$ cat src/rtl/sample_fifo_if.sv
// Capture-to-readout FIFO bus: write/read requests and clear from the master, data and status back from the FIFO.
interface sample_fifo_if #(
  parameter int WIDTH = 8,
  parameter int DEPTH = 4
);
  localparam int LW = $clog2(DEPTH + 1);

  logic             clear;
  logic [WIDTH-1:0] wr_data;
  logic             wr_en;
  logic             rd_en;
  logic [WIDTH-1:0] rd_data;
  logic             rd_valid;
  logic             full;
  logic             empty;
  logic             almost_full;
  logic [LW-1:0]    level;
  logic             overflow;

  modport master (
    output clear, wr_data, wr_en, rd_en,
    input  rd_data, rd_valid, full, empty, almost_full, level, overflow
  );

  modport slave (
    input  clear, wr_data, wr_en, rd_en,
    output rd_data, rd_valid, full, empty, almost_full, level, overflow
  );
endinterface

$ cat src/rtl/sample_fifo.sv
// Circular-buffer sample FIFO; popped word appears on rd_data with a 1-cycle rd_valid one clock after rd_ok.
// No stall: writes to a full FIFO are dropped (sticky overflow) unless paired with a read; reads when empty are ignored.
module sample_fifo #(
  parameter int WIDTH     = 8,
  parameter int DEPTH     = 4,
  parameter int AF_THRESH = 3
) (
  input  logic         clk,
  input  logic         rst_n,
  sample_fifo_if.slave bus
);
  localparam int AW = $clog2(DEPTH);
  localparam int LW = $clog2(DEPTH + 1);

  logic [WIDTH-1:0] r_mem [DEPTH];
  logic [AW-1:0]    r_wr_ptr;
  logic [AW-1:0]    r_rd_ptr;
  logic [LW-1:0]    r_level;
  logic [WIDTH-1:0] r_rd_data;
  logic             r_rd_valid;
  logic             r_overflow;

  logic w_full;
  logic w_empty;
  logic w_rd_ok;
  logic w_wr_ok;

  assign w_full  = (r_level == LW'(DEPTH));
  assign w_empty = (r_level == '0);
  // clear masks both requests so neither storage nor pointers move that cycle
  assign w_rd_ok = bus.rd_en && !w_empty && !bus.clear;
  assign w_wr_ok = bus.wr_en && (!w_full || w_rd_ok) && !bus.clear;

  always_ff @(posedge clk or negedge rst_n) begin
    if (!rst_n) begin
      r_wr_ptr   <= '0;
      r_rd_ptr   <= '0;
      r_level    <= '0;
      r_rd_data  <= '0;
      r_rd_valid <= 1'b0;
      r_overflow <= 1'b0;
    end else if (bus.clear) begin
      r_wr_ptr   <= '0;
      r_rd_ptr   <= '0;
      r_level    <= '0;
      r_rd_valid <= 1'b0;
      r_overflow <= 1'b0;
    end else begin
      r_rd_valid <= w_rd_ok;
      if (w_rd_ok) begin
        r_rd_data <= r_mem[r_rd_ptr];
        r_rd_ptr  <= r_rd_ptr + AW'(1);
      end
      if (w_wr_ok) begin
        r_wr_ptr <= r_wr_ptr + AW'(1);
      end
      if (bus.wr_en && !w_wr_ok) begin
        r_overflow <= 1'b1;
      end
      case ({w_wr_ok, w_rd_ok})
        2'b10:   r_level <= r_level + LW'(1);
        2'b01:   r_level <= r_level - LW'(1);
        default: r_level <= r_level;
      endcase
    end
  end

  // Storage carries no reset; occupancy alone decides what is valid
  always_ff @(posedge clk) begin
    if (w_wr_ok) begin
      r_mem[r_wr_ptr] <= bus.wr_data;
    end
  end

  assign bus.rd_data     = r_rd_data;
  assign bus.rd_valid    = r_rd_valid;
  assign bus.full        = w_full;
  assign bus.empty       = w_empty;
  assign bus.almost_full = (r_level >= LW'(AF_THRESH));
  assign bus.level       = r_level;
  assign bus.overflow    = r_overflow;
endmodule

$ cat src/flat_wrapper.sv
// flat-port wrapper written by rule: the top's interface ports become plain ports
module sample_fifo_flat 
#(
  parameter int WIDTH     = 8,
  parameter int DEPTH     = 4,
  parameter int AF_THRESH = 3
)
  (clk, rst_n, bus_clear, bus_wr_data, bus_wr_en, bus_rd_en, bus_rd_data, bus_rd_valid, bus_full, bus_empty, bus_almost_full, bus_level, bus_overflow);
  sample_fifo_if #(.WIDTH(WIDTH), .DEPTH(DEPTH)) bus_i ();
  input  logic clk;
  input  logic rst_n;
  input wire logic [$bits(bus_i.clear)-1:0] bus_clear;
  input wire logic [$bits(bus_i.wr_data)-1:0] bus_wr_data;
  input wire logic [$bits(bus_i.wr_en)-1:0] bus_wr_en;
  input wire logic [$bits(bus_i.rd_en)-1:0] bus_rd_en;
  output wire logic [$bits(bus_i.rd_data)-1:0] bus_rd_data;
  output wire logic [$bits(bus_i.rd_valid)-1:0] bus_rd_valid;
  output wire logic [$bits(bus_i.full)-1:0] bus_full;
  output wire logic [$bits(bus_i.empty)-1:0] bus_empty;
  output wire logic [$bits(bus_i.almost_full)-1:0] bus_almost_full;
  output wire logic [$bits(bus_i.level)-1:0] bus_level;
  output wire logic [$bits(bus_i.overflow)-1:0] bus_overflow;
  assign bus_i.clear = bus_clear;
  assign bus_i.wr_data = bus_wr_data;
  assign bus_i.wr_en = bus_wr_en;
  assign bus_i.rd_en = bus_rd_en;
  assign bus_rd_data = bus_i.rd_data;
  assign bus_rd_valid = bus_i.rd_valid;
  assign bus_full = bus_i.full;
  assign bus_empty = bus_i.empty;
  assign bus_almost_full = bus_i.almost_full;
  assign bus_level = bus_i.level;
  assign bus_overflow = bus_i.overflow;
  sample_fifo #(.WIDTH(WIDTH), .DEPTH(DEPTH), .AF_THRESH(AF_THRESH)) u_core (.clk(clk), .rst_n(rst_n), .bus(bus_i));
endmodule
$ cat config.mk
export PLATFORM = sky130hd
export DESIGN_NAME = sample_fifo_flat
export DESIGN_NICKNAME = d
export VERILOG_FILES = /design/src/rtl/sample_fifo_if.sv /design/src/rtl/sample_fifo.sv /design/src/flat_wrapper.sv
export SDC_FILE = /design/constraint.sdc
export NUM_CORES = 1
export LEC_CHECK = 0
export BUFFER_PORTS_ARGS = -buffer_cell sky130_fd_sc_hd__buf_2
export CORE_AREA = 2 2 66 68
export DETAILED_ROUTE_END_ITERATION = 10
export DIE_AREA = 0 0 68 70
export GPL_ROUTABILITY_DRIVEN = 0
export GPL_TIMING_DRIVEN = 0
export PLACE_DENSITY = 0.75
export SYNTH_ARGS = -nofsm -noshare
export SYNTH_HDL_FRONTEND = slang
export SYNTH_SLANG_ARGS = --single-unit
$ cat constraint.sdc
create_clock -name clk -period 2.48 [get_ports clk]
set_input_delay 0.496 -clock clk [delete_from_list [all_inputs] [get_ports clk]]
set_output_delay 0.496 -clock clk [all_outputs]
set_load 0.05 [all_outputs]
==> results by group, run 1 <==
STA
  – Tcrit/Tclk final: 87.2%
  – Worst Clk Skew: around 0.011 ns
  – Max Fclk: between 0.4 and 0.5 GHz
  – Slew headroom: between 60 and 70%
  – RSZ-0062 raised after global routing: no
  – Final min period: roughly 2.2 ns
  – Hold_ws: 0.0916 ns
  – Setup TNS: 0 ns
  – Slew at the pin with the worst max-slew slack: about 0.56 ns
  – Count of final setup violators: 0
  – Slew Viols, Final: 0
  – Hold Fails Final Rpt: 0

CTS
  – CTS sink count: 49
  – # resized after CTS: 0
  – Post-CTS setup buffers: 0
  – Clock Path Buffers: 2
  – H-tree depth: 2
  – Cts hold-fix bufs: 0
  – Root buf cell: clkbuf_8
  – CTS Buf Count: 5
  – Worst-path clk slew: ~0.090 ns
  – Worst skew pair latency: 0.31 ns
  – CTS tree: yes

Floorplanning
  – Initial Utilization: a little over half
  – Die area: 4760 µm²
  – Core footprint: slightly above 4000 µm²
  – Top Ports: 29
  – Die W: between 60 and 70 µm
  – Cell Rows: 24
  – Die Height: approximately 70 µm

Logic synthesis
  – Most area-hungry cell type in the Yosys netlist: edfxtp_1
  – Top cell type's share of synthesized area: between 40 and 50%
  – Syn nets: 150
  – Post-synth ARST share: 34.7%
  – Synth top area cells: edfxtp_1, dfrtp_1, mux4_2, mux2_4, ha_1
  – Syn_area_per_cell: 16.5 µm²
  – EDFF count, synth: 32
  – Register bit total from synthesis: 49
  – Leading register cell type out of synthesis: edfxtp_1
  – Mapped Cells: ~130
  – Synth cell types: 35
  – Mapped cell area: 2180 µm²
  – Register area share after synthesis: about 64%
  – Yosys warnings: 0

Critical path
  – Setup crit end kind: register
  – Reg-to-reg startpoint: u_core.bus.level[0]$_DFFE_PN0P_
  – Largest delay share family, worst path: simple AND/OR/NAND/NOR gates
  – WP data required: 2.67 ns
  – Worst path cell trace: buf_6 > nor3_4 > nand2b_1 > nor3_1 > fa_1 > nor3b_1 > a21oi_1 > a32oi_1 > a31oi_1
  – Crit path launch: u_core.bus.level[0]$_DFFE_PN0P_
  – Crit-path slowest cell: fa_1
  – Buf+Inv Stages, Crit Path: 1
  – Startpoint types: register
  – Setup CP Type: register to register
  – Crit path largest cell delay: between 0.4 and 0.5 ns
  – CP Data Arrival Time: roughly 2.4 ns
  – Critical Path Fanout Max: 10

Finish
  – Sequential cell area: between 1000 and 1500 µm²
  – N_diodes: 0
  – Ratio of cells with drive above 1 in the final layout: 38.7%
  – Fin util: about three fifths
  – Area of the multi-input gates: 718 µm²
  – # fillers: approximately 320
  – # nets final: 185
  – Area growth from synthesis to layout: 15.0%
  – Final instance area: between 2000 and 3000 µm²

Routing
  – Routed wire length: roughly 3.6 mm
  – Router iterations before antenna repair: 4
  – Drt wl/cell: 16.5 µm
  – Total number of vias: between 1000 and 1500
  – Routed Antenna Nets: 0
  – Residual DRC: 0
  – Routed vias/inst: 5.42
  – DR iter-0 viols: approximately 150

GRT
  – Tot GR Track Use: between 10% and 20%
  – Number of global-route vias before repair: 1208
  – Grt ovf: 0
  – First-pass GRT wire length: approximately 5.9 mm
  – Initial antenna violation count: 0
  – Largest net degree at the start of global routing: 18

Power and ir drop
  – Worst vdd ir: approximately 0.00070 V
  – Pleak: around 0.98 nW
  – Overall power: between 2 and 2.5 mW
  – PwrDens: between 900 and 1000 nW/µm²

Placed design
  – Port Buf Inserts: 28
  – Placed cell area: 2390 µm²
  – Detailed Place HPWL: between 2 and 3 mm

Job
  – Max cap viols: 0

Min path
  – Worst min path class: input port to asynchronous set/reset pin

Outcome
  – Status: complete, no violations
synthesized netlist by cell type, types with 2 or more instances:
cell type	number
edfxtp_1	32
dfrtp_1	17
mux2_4	8
mux4_2	8
a21oi_1	7
nor2_1	7
and2_1	4
buf_6	4
ha_1	4
nand2b_1	4
nor3b_1	4
buf_2	3
inv_1	3
a31oi_1	2
nand3_1	2
nand3b_1	2
nor3_1	2
xor2_1	2
through the flow:
step           std cells  setup WS, ns
2_1_floorplan        132       -0.0360
3_3_place_gp         212         0.311
3_5_place_dp         212         0.257
4_1_cts              220         0.334
5_1_grt              220         0.141
6_report             220         0.319
metal layers:
| layer | vias to the layer above | GRT usage, % | part of all wire [%] |
|---|---|---|---|
| met1 | 600 | 22.0 | 42 |
| li1 | 563 | - | - |
| met3 | 7 | 4.35 | 3.7 |
| met2 | 22 | 28.4 | 53 |
| met4 | 0 | 6.67 | 1.7 |
| met5 | - | 0 | 0 |
worst register-to-register path, stage by stage, from the launching register on:
cell	delay, ns
dfrtp_2	0.45
buf_6	0.16
nor3_4	0.18
nand2b_1	0.18
nor3_1	0.07
fa_1	0.46
nor3b_1	0.22
a21oi_1	0.06
a32oi_1	0.18
a31oi_1	0.10
cell usage in the layout (no fill, tap or decap), types with 2 or more instances in the layout:
master    netlist  routed
a31oi_1         2       2
and2_1          4       4
buf_2           3      31
nand2b_1        4       4
edfxtp_1       32      32
inv_1           3       3
nand3_1         2       2
ha_1            4       4
a21oi_1         7       7
mux2_4          8       8
nor3_1          2       2
xor2_1          2       2
nor2_1          7       7
buf_6           4       4
nor3b_2         1       2
nor3b_1         4       3
dfrtp_1        17      16
nand3b_1        2       2
mux4_2          8       8
clkbuf_8        0       5
worst paths after layout:
check	end	slack, ns	depth (start not counted)
hold reg to reg	u_core.bus.rd_data[3]$_DFFE_PN0P_	0.51	1
min in group clk	u_core.r_mem[1][0]$_DFFE_PP_	0.40	1
setup reg to reg	u_core.bus.level[2]$_DFFE_PN0P_	0.32	9
max in group asynchronous	u_core.bus.level[0]$_DFFE_PN0P_	2.09	1
hold / removal	u_core.bus.level[0]$_DFFE_PN0P_	0.09	1
setup / recovery	u_core.bus.level[2]$_DFFE_PN0P_	0.32	9
registers in the layout, indices dropped and copies added (netlist names):
name / flops
u_core.bus.level: 3
u_core.bus.rd_data: 8
u_core.r_mem: 32
u_core.r_wr_ptr: 2
u_core.bus.overflow: 1
u_core.bus.rd_valid: 1
u_core.r_rd_ptr: 2
cell families after synthesis:
logic type | after synthesis | synth area share (%)
AOI/OAI and AO/OA | 16 | 4.60
xor gates and xnor gates | 3 | 1.21
DFF | 49 | 63.6
muxes | 17 | 14.2
adders and majority gates | 5 | 3.22
and+or+nand+nor | 30 | 9.48
buffers and inverters | 12 | 3.62
power by group:
part           internal, mW  switching, mW  leakage [nW]
clock                 0.302          0.274        0.0543
combinational         0.259          0.473         0.417
sequential            0.971         0.0585         0.506
total                  1.53          0.805         0.978
area by class of cell:
class	count	share of cell area, %
Tap cell	52	2.60
Buffer	9	2.70
Timing Repair Buffer	28	5.59
Sequential cell	49	55.4
Clock inverter	3	1.85
Inverter	3	0.450
Clock buffer	5	2.75
Multi-Input combinational cell	71	28.7
Note: power is estimated with default switching activity, not from simulation.
==> run 2, diff against run 1 <==
--- a/config.mk
+++ b/config.mk
@@ -6,12 +6,14 @@
 export NUM_CORES = 1
 export LEC_CHECK = 0
 export BUFFER_PORTS_ARGS = -buffer_cell sky130_fd_sc_hd__buf_2
-export CORE_AREA = 2 2 66 68
+export CELL_PAD_IN_SITES_DETAIL_PLACEMENT = 0
+export CELL_PAD_IN_SITES_GLOBAL_PLACEMENT = 1
+export CORE_AREA = 2 2 72 74
 export DETAILED_ROUTE_END_ITERATION = 10
-export DIE_AREA = 0 0 68 70
+export DIE_AREA = 0 0 74 76
 export GPL_ROUTABILITY_DRIVEN = 0
 export GPL_TIMING_DRIVEN = 0
-export PLACE_DENSITY = 0.75
+export PLACE_DENSITY_LB_ADDON = 0.1
 export SYNTH_ARGS = -nofsm -noshare
 export SYNTH_HDL_FRONTEND = slang
 export SYNTH_SLANG_ARGS = --single-unit
==> run 2 against run 1 <==
Net effect: cell count up 8.2%; non-clock buffer count unchanged; critical path depth unchanged; count of clock-buffer cells in the layout unchanged; highest routed layer unchanged; final area down 0.15%; largest power group unchanged; critical path type unchanged; global-route usage down 2.3 points; wire length up 3.6%; core utilization down 9.5 points.
==> results by group, run 2 (synthesized netlist as in run 1, its figures left out) <==
STA
  – Max Fclk: 0.463 GHz (about the same)
  – Hold Fails Final Rpt: 0 (unchanged)
  – Count of final setup violators: 0 (unchanged)
  – Slew Viols, Final: 0 (unchanged)
  – Final setup margin: 0.320 ns (was 0.319 ns)
  – Slew headroom: 62.6% (about the same)
  – Final min period: 2.16 ns (about the same)
  – RSZ-0062 raised after global routing: no (unchanged)
  – Slew at the pin with the worst max-slew slack: 0.561 ns (about the same)
  – Worst Clk Skew: 0.00919 ns (was 0.0108 ns)
  – Tcrit/Tclk final: 87.1% (was 87.2%)
  – Hold_ws: 0.125 ns (was 0.0916 ns)

Finish
  – Sequential cell area: 1390 µm² (unchanged)
  – Ratio of cells with drive above 1 in the final layout: 38.1% (was 38.7%)
  – Most common cell after layout, fill and taps aside: edfxtp_1 (unchanged)
  – Final instance area: 2500 µm² (about the same)
  – Largest register FFs: 32 (unchanged)
  – Fin util: 50.9% (was 60.4%)
  – Most frequent cells in the layout: edfxtp_1, buf_2, dfrtp_1, mux4_2, mux2_4 (unchanged)
  – N_diodes: 0 (unchanged)
  – Largest register by flop count: u_core.r_mem (unchanged)
  – # nets final: 185 (unchanged)
  – Area growth from synthesis to layout: 14.8% (was 15.0%)
  – # fillers: 426 (was 319)
  – Area of the multi-input gates: 718 µm² (unchanged)

Floorplanning
  – Initial Utilization: 44.3% (was 52.6%)
  – Die Height: 76 µm (was 70 µm)
  – Cell Rows: 26 (was 24)
  – Core footprint: 4910 µm² (was 4140 µm²)
  – Die W: 74 µm (was 68 µm)
  – Top Ports: 29 (unchanged)
  – Die area: 5620 µm² (was 4760 µm²)

CTS
  – Worst skew pair latency: 0.30 ns (was 0.31 ns)
  – Clock Path Buffers: 2 (unchanged)
  – Post-CTS setup buffers: 0 (unchanged)
  – Root buf cell: clkbuf_8 (unchanged)
  – CTS tree: yes (unchanged)
  – Cts hold-fix bufs: 0 (unchanged)
  – CTS sink count: 49 (unchanged)
  – Worst-path clk slew: 0.09 ns (about the same)
  – H-tree depth: 2 (unchanged)
  – # resized after CTS: 0 (unchanged)
  – CTS Buf Count: 5 (unchanged)

Critical path
  – Largest delay share family, worst path: simple AND/OR/NAND/NOR gates (unchanged)
  – Setup CP Type: register to register (unchanged)
  – WP data required: 2.64 ns (was 2.67 ns)
  – Startpoint types: register (unchanged)
  – Worst path cell trace: buf_6 > nor3_4 > nand2b_1 > nor3_1 > fa_1 > nor3b_1 > a21oi_1 > a32oi_1 > a31oi_1 (unchanged)
  – Setup crit end kind: register (unchanged)
  – Buf+Inv Stages, Crit Path: 1 (unchanged)
  – WP depth: 9 (unchanged)
  – Critical Path Fanout Max: 10 (unchanged)
  – R2R depth: 9 (unchanged)
  – Crit-path slowest cell: fa_1 (unchanged)
  – CP Data Arrival Time: 2.32 ns (was 2.35 ns)
  – Crit path largest cell delay: 0.47 ns (was 0.46 ns)

Power and ir drop
  – Clock network power share: 21.0% (was 24.6%)
  – Worst vdd ir: 0.000399 V (was 0.000701 V)
  – Net Sw Frac: 35.9% (was 34.4%)
  – Sw Pwr: 801 µW (was 805 µW)
  – Int Power: 1.43 mW (was 1.53 mW)
  – Pleak: 0.965 nW (was 0.978 nW)
  – Logic pwr share: 33.1% (was 31.3%)
  – Overall power: 2.23 mW (was 2.34 mW)
  – PwrDens: 891 nW/µm² (was 933 nW/µm²)
  – Sequential fraction of design power: 45.9% (was 44.1%)

GRT
  – First-pass GRT wire length: 6.20 mm (was 5.89 mm)
  – Tot GR Track Use: 15.1% (was 17.4%)
  – Initial antenna violation count: 0 (unchanged)
  – Number of global-route vias before repair: 1226 (was 1208)
  – Largest net degree at the start of global routing: 18 (unchanged)
  – Grt ovf: 0 (unchanged)

Placed design
  – Detailed Place HPWL: 2.53 mm (about the same)
  – DP Worst Slack: 0.220 ns (was 0.257 ns)
  – Port Buf Inserts: 28 (unchanged)
  – Placed cell area: 2410 µm² (was 2390 µm²)

Routing
  – Drt wl/cell: 15.8 µm (was 16.5 µm)
  – Residual DRC: 0 (unchanged)
  – Total number of vias: 1207 (was 1192)
  – Router iterations before antenna repair: 4 (unchanged)
  – DR iter-0 viols: 76 (was 147)
  – Routed wire length: 3.76 mm (was 3.63 mm)
  – Routed Antenna Nets: 0 (unchanged)
  – Routed vias/inst: 5.07 (was 5.42)

Min path
  – Worst min path class: input port to asynchronous set/reset pin (unchanged)

Outcome
  – Status: complete, no violations (unchanged)

Job
  – Max cap viols: 0 (unchanged)
run 2: cell types whose count changed in the layout (fill, tap and decap cells not counted), sizes merged:
| cell | delta |
|---|---|
| bufinv | -1 |
| inv | +1 |
run 2: final timing paths:
path                                                 startpoint                           endpoint  slack, ns
worst max-delay path            u_core.bus.level[0]$_DFFE_PN0P_    u_core.bus.level[2]$_DFFE_PN0P_       0.32
worst min-delay path                                      rst_n  u_core.bus.rd_data[7]$_DFFE_PN0P_       0.12
worst max register to register  u_core.bus.level[0]$_DFFE_PN0P_    u_core.bus.level[2]$_DFFE_PN0P_       0.32
worst min register to register  u_core.bus.overflow$_DFFE_PN0P_    u_core.bus.overflow$_DFFE_PN0P_       0.50
max in group asynchronous                                 rst_n    u_core.bus.level[0]$_DFFE_PN0P_       2.01
min in group clk                                 bus_wr_data[1]       u_core.r_mem[0][1]$_DFFE_PP_       0.40
run 2: power by group through the flow:
stage / Sequential [mW] / Clock, mW / Combinational, mW
2_1_floorplan: 1.30 / 0 / 0.318
3_3_place_gp: 1.04 / 0 / 0.736
3_5_place_dp: 1.04 / 0 / 0.745
4_1_cts: 1.02 / 0.484 / 0.745
5_1_grt: 1.04 / 0.518 / 0.781
6_report: 1.02 / 0.469 / 0.737
run 2: area by class of cell:
cell class	instances	area share (%)
clock buffer	5	2.75
timing repair buffer	28	5.60
sequential	49	55.5
tap	70	3.50
multi-input combinational	71	28.7
buffer	9	2.70
clock inverter	3	0.800
inverter	3	0.450
run 2: metal layers:
layer	global-route usage, %	part of all wire (%)
met5	0	0
met1	20.3	43
met4	4.36	1.3
met2	23.8	51
met3	4.37	4.0
run 2: per-stage QoR:
| stage | cells | TNS [ns] |
|---|---|---|
| 6_report | 238 | 0 |
| 5_1_grt | 238 | 0 |
| 4_1_cts | 238 | 0 |
| 3_5_place_dp | 230 | 0 |
| 3_3_place_gp | 230 | 0 |
| 2_1_floorplan | 132 | -0.0360 |
==> run 3, diff against run 2 <==
--- a/config.mk
+++ b/config.mk
@@ -12,7 +12,6 @@
 export DETAILED_ROUTE_END_ITERATION = 10
 export DIE_AREA = 0 0 74 76
 export GPL_ROUTABILITY_DRIVEN = 0
-export GPL_TIMING_DRIVEN = 0
 export PLACE_DENSITY_LB_ADDON = 0.1
 export SYNTH_ARGS = -nofsm -noshare
 export SYNTH_HDL_FRONTEND = slang
==> constraint.sdc (replaced) <==
create_clock -name clk -period 2.48 [get_ports clk]
set_input_delay 0 -clock clk [delete_from_list [all_inputs] [get_ports clk]]
set_output_delay 0 -clock clk [all_outputs]
set_load 0.05 [all_outputs]
==> run 3 against run 2 <==
Net effect: global-route usage shrank 0.26 points; total power down 2.1%; hold slack lost 0.085 ns; sequential power is 4% higher; register-to-register slack improved by 0.05 ns; core utilization increased by 0.25 points; critical path type unchanged; largest power group unchanged.
==> results by group, run 3 (synthesized netlist as in run 1, its figures left out) <==
Finish
  – N_diodes: 0 (unchanged)
  – Most common cell after layout, fill and taps aside: edfxtp_1 (unchanged)
  – # nets final: 185 (unchanged)
  – Area growth from synthesis to layout: 15.4% (was 14.8%)
  – # fillers: 420 (was 426)
  – Largest register FFs: 32 (unchanged)
  – Ratio of cells with drive above 1 in the final layout: 33.9% (was 38.1%)
  – Largest register by flop count: u_core.r_mem (unchanged)
  – Most frequent cells in the layout: edfxtp_1, buf_2, dfrtp_1, dlygate4sd3_1 (was edfxtp_1, buf_2, dfrtp_1, mux4_2, mux2_4)

CTS
  – Worst-path clk slew: 0.08 ns (was 0.09 ns)
  – CTS tree: yes (unchanged)
  – Clock Path Buffers: 2 (unchanged)
  – CTS sink count: 49 (unchanged)
  – Root buf cell: clkbuf_8 (unchanged)
  – H-tree depth: 2 (unchanged)
  – Worst skew pair latency: 0.29 ns (was 0.30 ns)
  – CTS Buf Count: 5 (unchanged)

STA
  – Tcrit/Tclk final: 84.9% (was 87.1%)
  – RSZ-0062 raised after global routing: no (unchanged)
  – Slew headroom: 24.8% (was 62.6%)
  – Setup TNS: 0 ns (unchanged)
  – Slew Viols, Final: 0 (unchanged)
  – Hold Fails Final Rpt: 0 (unchanged)
  – Slew at the pin with the worst max-slew slack: 1.12 ns (was 0.561 ns)
  – Count of final setup violators: 0 (unchanged)
  – Worst Clk Skew: 0.0108 ns (was 0.00919 ns)
  – Max Fclk: 0.475 GHz (was 0.463 GHz)
  – Final setup margin: 0.375 ns (was 0.320 ns)
  – Final min period: 2.10 ns (was 2.16 ns)

Power and ir drop
  – Clock network power share: 19.9% (was 21.0%)
  – Sw Pwr: 765 µW (was 801 µW)
  – Sequential fraction of design power: 48.7% (was 45.9%)
  – PwrDens: 869 nW/µm² (was 891 nW/µm²)
  – Logic pwr share: 31.4% (was 33.1%)
  – Pleak: 0.957 nW (was 0.965 nW)
  – Net Sw Frac: 35.0% (was 35.9%)
  – Int Power: 1.42 mW (was 1.43 mW)
  – Worst vdd ir: 0.000355 V (was 0.000399 V)

Routing
  – Residual DRC: 0 (unchanged)
  – Routed Antenna Nets: 0 (unchanged)
  – Total number of vias: 1163 (was 1207)
  – Router iterations before antenna repair: 5 (was 4)
  – DR iter-0 viols: 53 (was 76)
  – Routed vias/inst: 4.89 (was 5.07)
  – Routed wire length: 3.88 mm (was 3.76 mm)
  – Drt wl/cell: 16.3 µm (was 15.8 µm)

Critical path
  – R2R depth: 8 (was 9)
  – Setup crit end kind: register (unchanged)
  – Register-to-Register Setup Slack: 0.38 ns (was 0.32 ns)
  – Worst path cell trace: nor3_4 > nand2b_1 > nor3_1 > fa_1 > nor3b_1 > a21oi_1 > a32oi_1 > a31oi_1 (was buf_6 > nor3_4 > nand2b_1 > nor3_1 > fa_1 > nor3b_1 > a21oi_1 > a32oi_1 > a31oi_1)
  – CP Data Arrival Time: 2.27 ns (was 2.32 ns)
  – Setup CP Type: register to register (unchanged)
  – Crit path largest cell delay: 0.52 ns (was 0.47 ns)
  – Startpoint types: register (unchanged)
  – RR Endpoint: u_core.bus.level[2]$_DFFE_PN0P_ (unchanged)
  – WP data required: 2.65 ns (was 2.64 ns)
  – Critical Path Fanout Max: 13 (was 10)
  – Crit-path slowest cell: dfrtp_2 (was fa_1)
  – Reg-to-reg startpoint: u_core.bus.level[1]$_DFFE_PN0P_ (was u_core.bus.level[0]$_DFFE_PN0P_)

Floorplanning
  – Die area: 5620 µm² (unchanged)
  – Die Height: 76 µm (unchanged)
  – Core footprint: 4910 µm² (unchanged)
  – Cell Rows: 26 (unchanged)
  – Top Ports: 29 (unchanged)
  – Die W: 74 µm (unchanged)
  – Initial Utilization: 44.3% (unchanged)

Min path
  – Hold path depth: 2
  – Hold Path End: u_core.bus.level[2]$_DFFE_PN0P_
  – Hold path start: bus_clear
  – Worst min path class: input port to register (was input port to asynchronous set/reset pin)

Placed design
  – DP Worst Slack: 0.376 ns (was 0.220 ns)
  – Port Buf Inserts: 28 (unchanged)
  – Detailed Place HPWL: 2.54 mm (was 2.53 mm)

GRT
  – Tot GR Track Use: 14.9% (was 15.1%)
  – Largest net degree at the start of global routing: 18 (unchanged)
  – GR peak layer: met2 (unchanged)
  – Met2 usage: 22.0% (was 23.8%)
  – First-pass GRT wire length: 6.09 mm (was 6.20 mm)
  – Grt ovf: 0 (unchanged)
  – Met3 GRT Util: 3.31% (was 4.37%)
  – Initial antenna violation count: 0 (unchanged)
  – Grt met1 use: 21.2% (was 20.3%)
  – Number of global-route vias before repair: 1215 (was 1226)

Job
  – Max cap viols: 0 (unchanged)

Outcome
  – Status: complete, no violations (unchanged)
-- run 3: changes by cell type in the layout (fill, tap and decap cells not counted), moves of 2 or more --
| cell | previous run | this run |
|---|---|---|
| dfrtp_1 | 16 | 14 |
| buf_2 | 31 | 28 |
| buf_6 | 4 | 0 |
| dlygate4sd3_1 | 0 | 9 |
| dfrtp_2 | 1 | 3 |
-- run 3: cell type report --
type	instances	area [µm²]	area share, %
clock buffer	7	76.3	3.04
tap	70	87.6	3.48
timing repair buffer	37	230	9.16
multi-input combinational	71	713	28.4
sequential	49	1390	55.3
inverter	3	11.3	0.448
clock inverter	1	5.00	0.199
-- run 3: worst max-delay path: cells and delay by family, from the launching register on --
kind | cells | cell delay (ns)
compound gates | 3 | 0.32
fa+ha+maj | 1 | 0.44
flops | 1 | 0.52
simple gates | 4 | 0.72
-- run 3: power groups by stage --
stage	clock network [mW]	logic, mW	registers, mW
4_1_cts	0.448	0.693	1.07
5_1_grt	0.483	0.728	1.08
6_report	0.435	0.686	1.06
3_5_place_dp	0	0.681	1.08
3_3_place_gp	0	0.672	1.08
2_1_floorplan	0	0.317	1.30
-- run 3: per-layer routing --
layer	wire length, µm	up-vias
met3	105	7
met5	0	-
li1	-	564
met4	64	0
met1	1930	572
met2	1780	20
-- run 3: timing repair --
action                    4_1_cts  5_1_grt
hold buffers                    9        0
resized for setup               0        0
hold endpoints to repair       49        0
buffers inserted                0        0
-- run 3: worst max path at each step --
stage                               startpoint                         endpoint  slack, ns  cells past startpoint
2_1_floorplan  u_core.bus.level[0]$_DFFE_PN0P_  u_core.bus.level[2]$_DFFE_PN0P_      0.002                      9
3_3_place_gp   u_core.bus.level[1]$_DFFE_PN0P_  u_core.bus.level[2]$_DFFE_PN0P_       0.44                      8
3_5_place_dp   u_core.bus.level[1]$_DFFE_PN0P_  u_core.bus.level[2]$_DFFE_PN0P_       0.38                      8
4_1_cts        u_core.bus.level[1]$_DFFE_PN0P_  u_core.bus.level[2]$_DFFE_PN0P_       0.36                      8
5_1_grt        u_core.bus.level[1]$_DFFE_PN0P_  u_core.bus.level[2]$_DFFE_PN0P_       0.15                      8
6_report       u_core.bus.level[1]$_DFFE_PN0P_  u_core.bus.level[2]$_DFFE_PN0P_       0.38                      8
-- run 3: metrics by stage --
| step | cells | power (mW) | util (%) | hold slack (ns) | instance area [µm²] |
|---|---|---|---|---|---|
| after floorplan | 132 | 1.62 | - | -0.296 | 2180 |
| after global placement | 221 | 1.75 | 47.7 | -0.0263 | 2340 |
| after detailed placement | 221 | 1.76 | 47.7 | -0.0285 | 2340 |
| after CTS | 238 | 2.21 | 51.2 | 0.0320 | 2510 |
| after global routing | 238 | 2.29 | 51.2 | 0.0388 | 2510 |
| final | 238 | 2.18 | 51.2 | 0.0393 | 2510 |
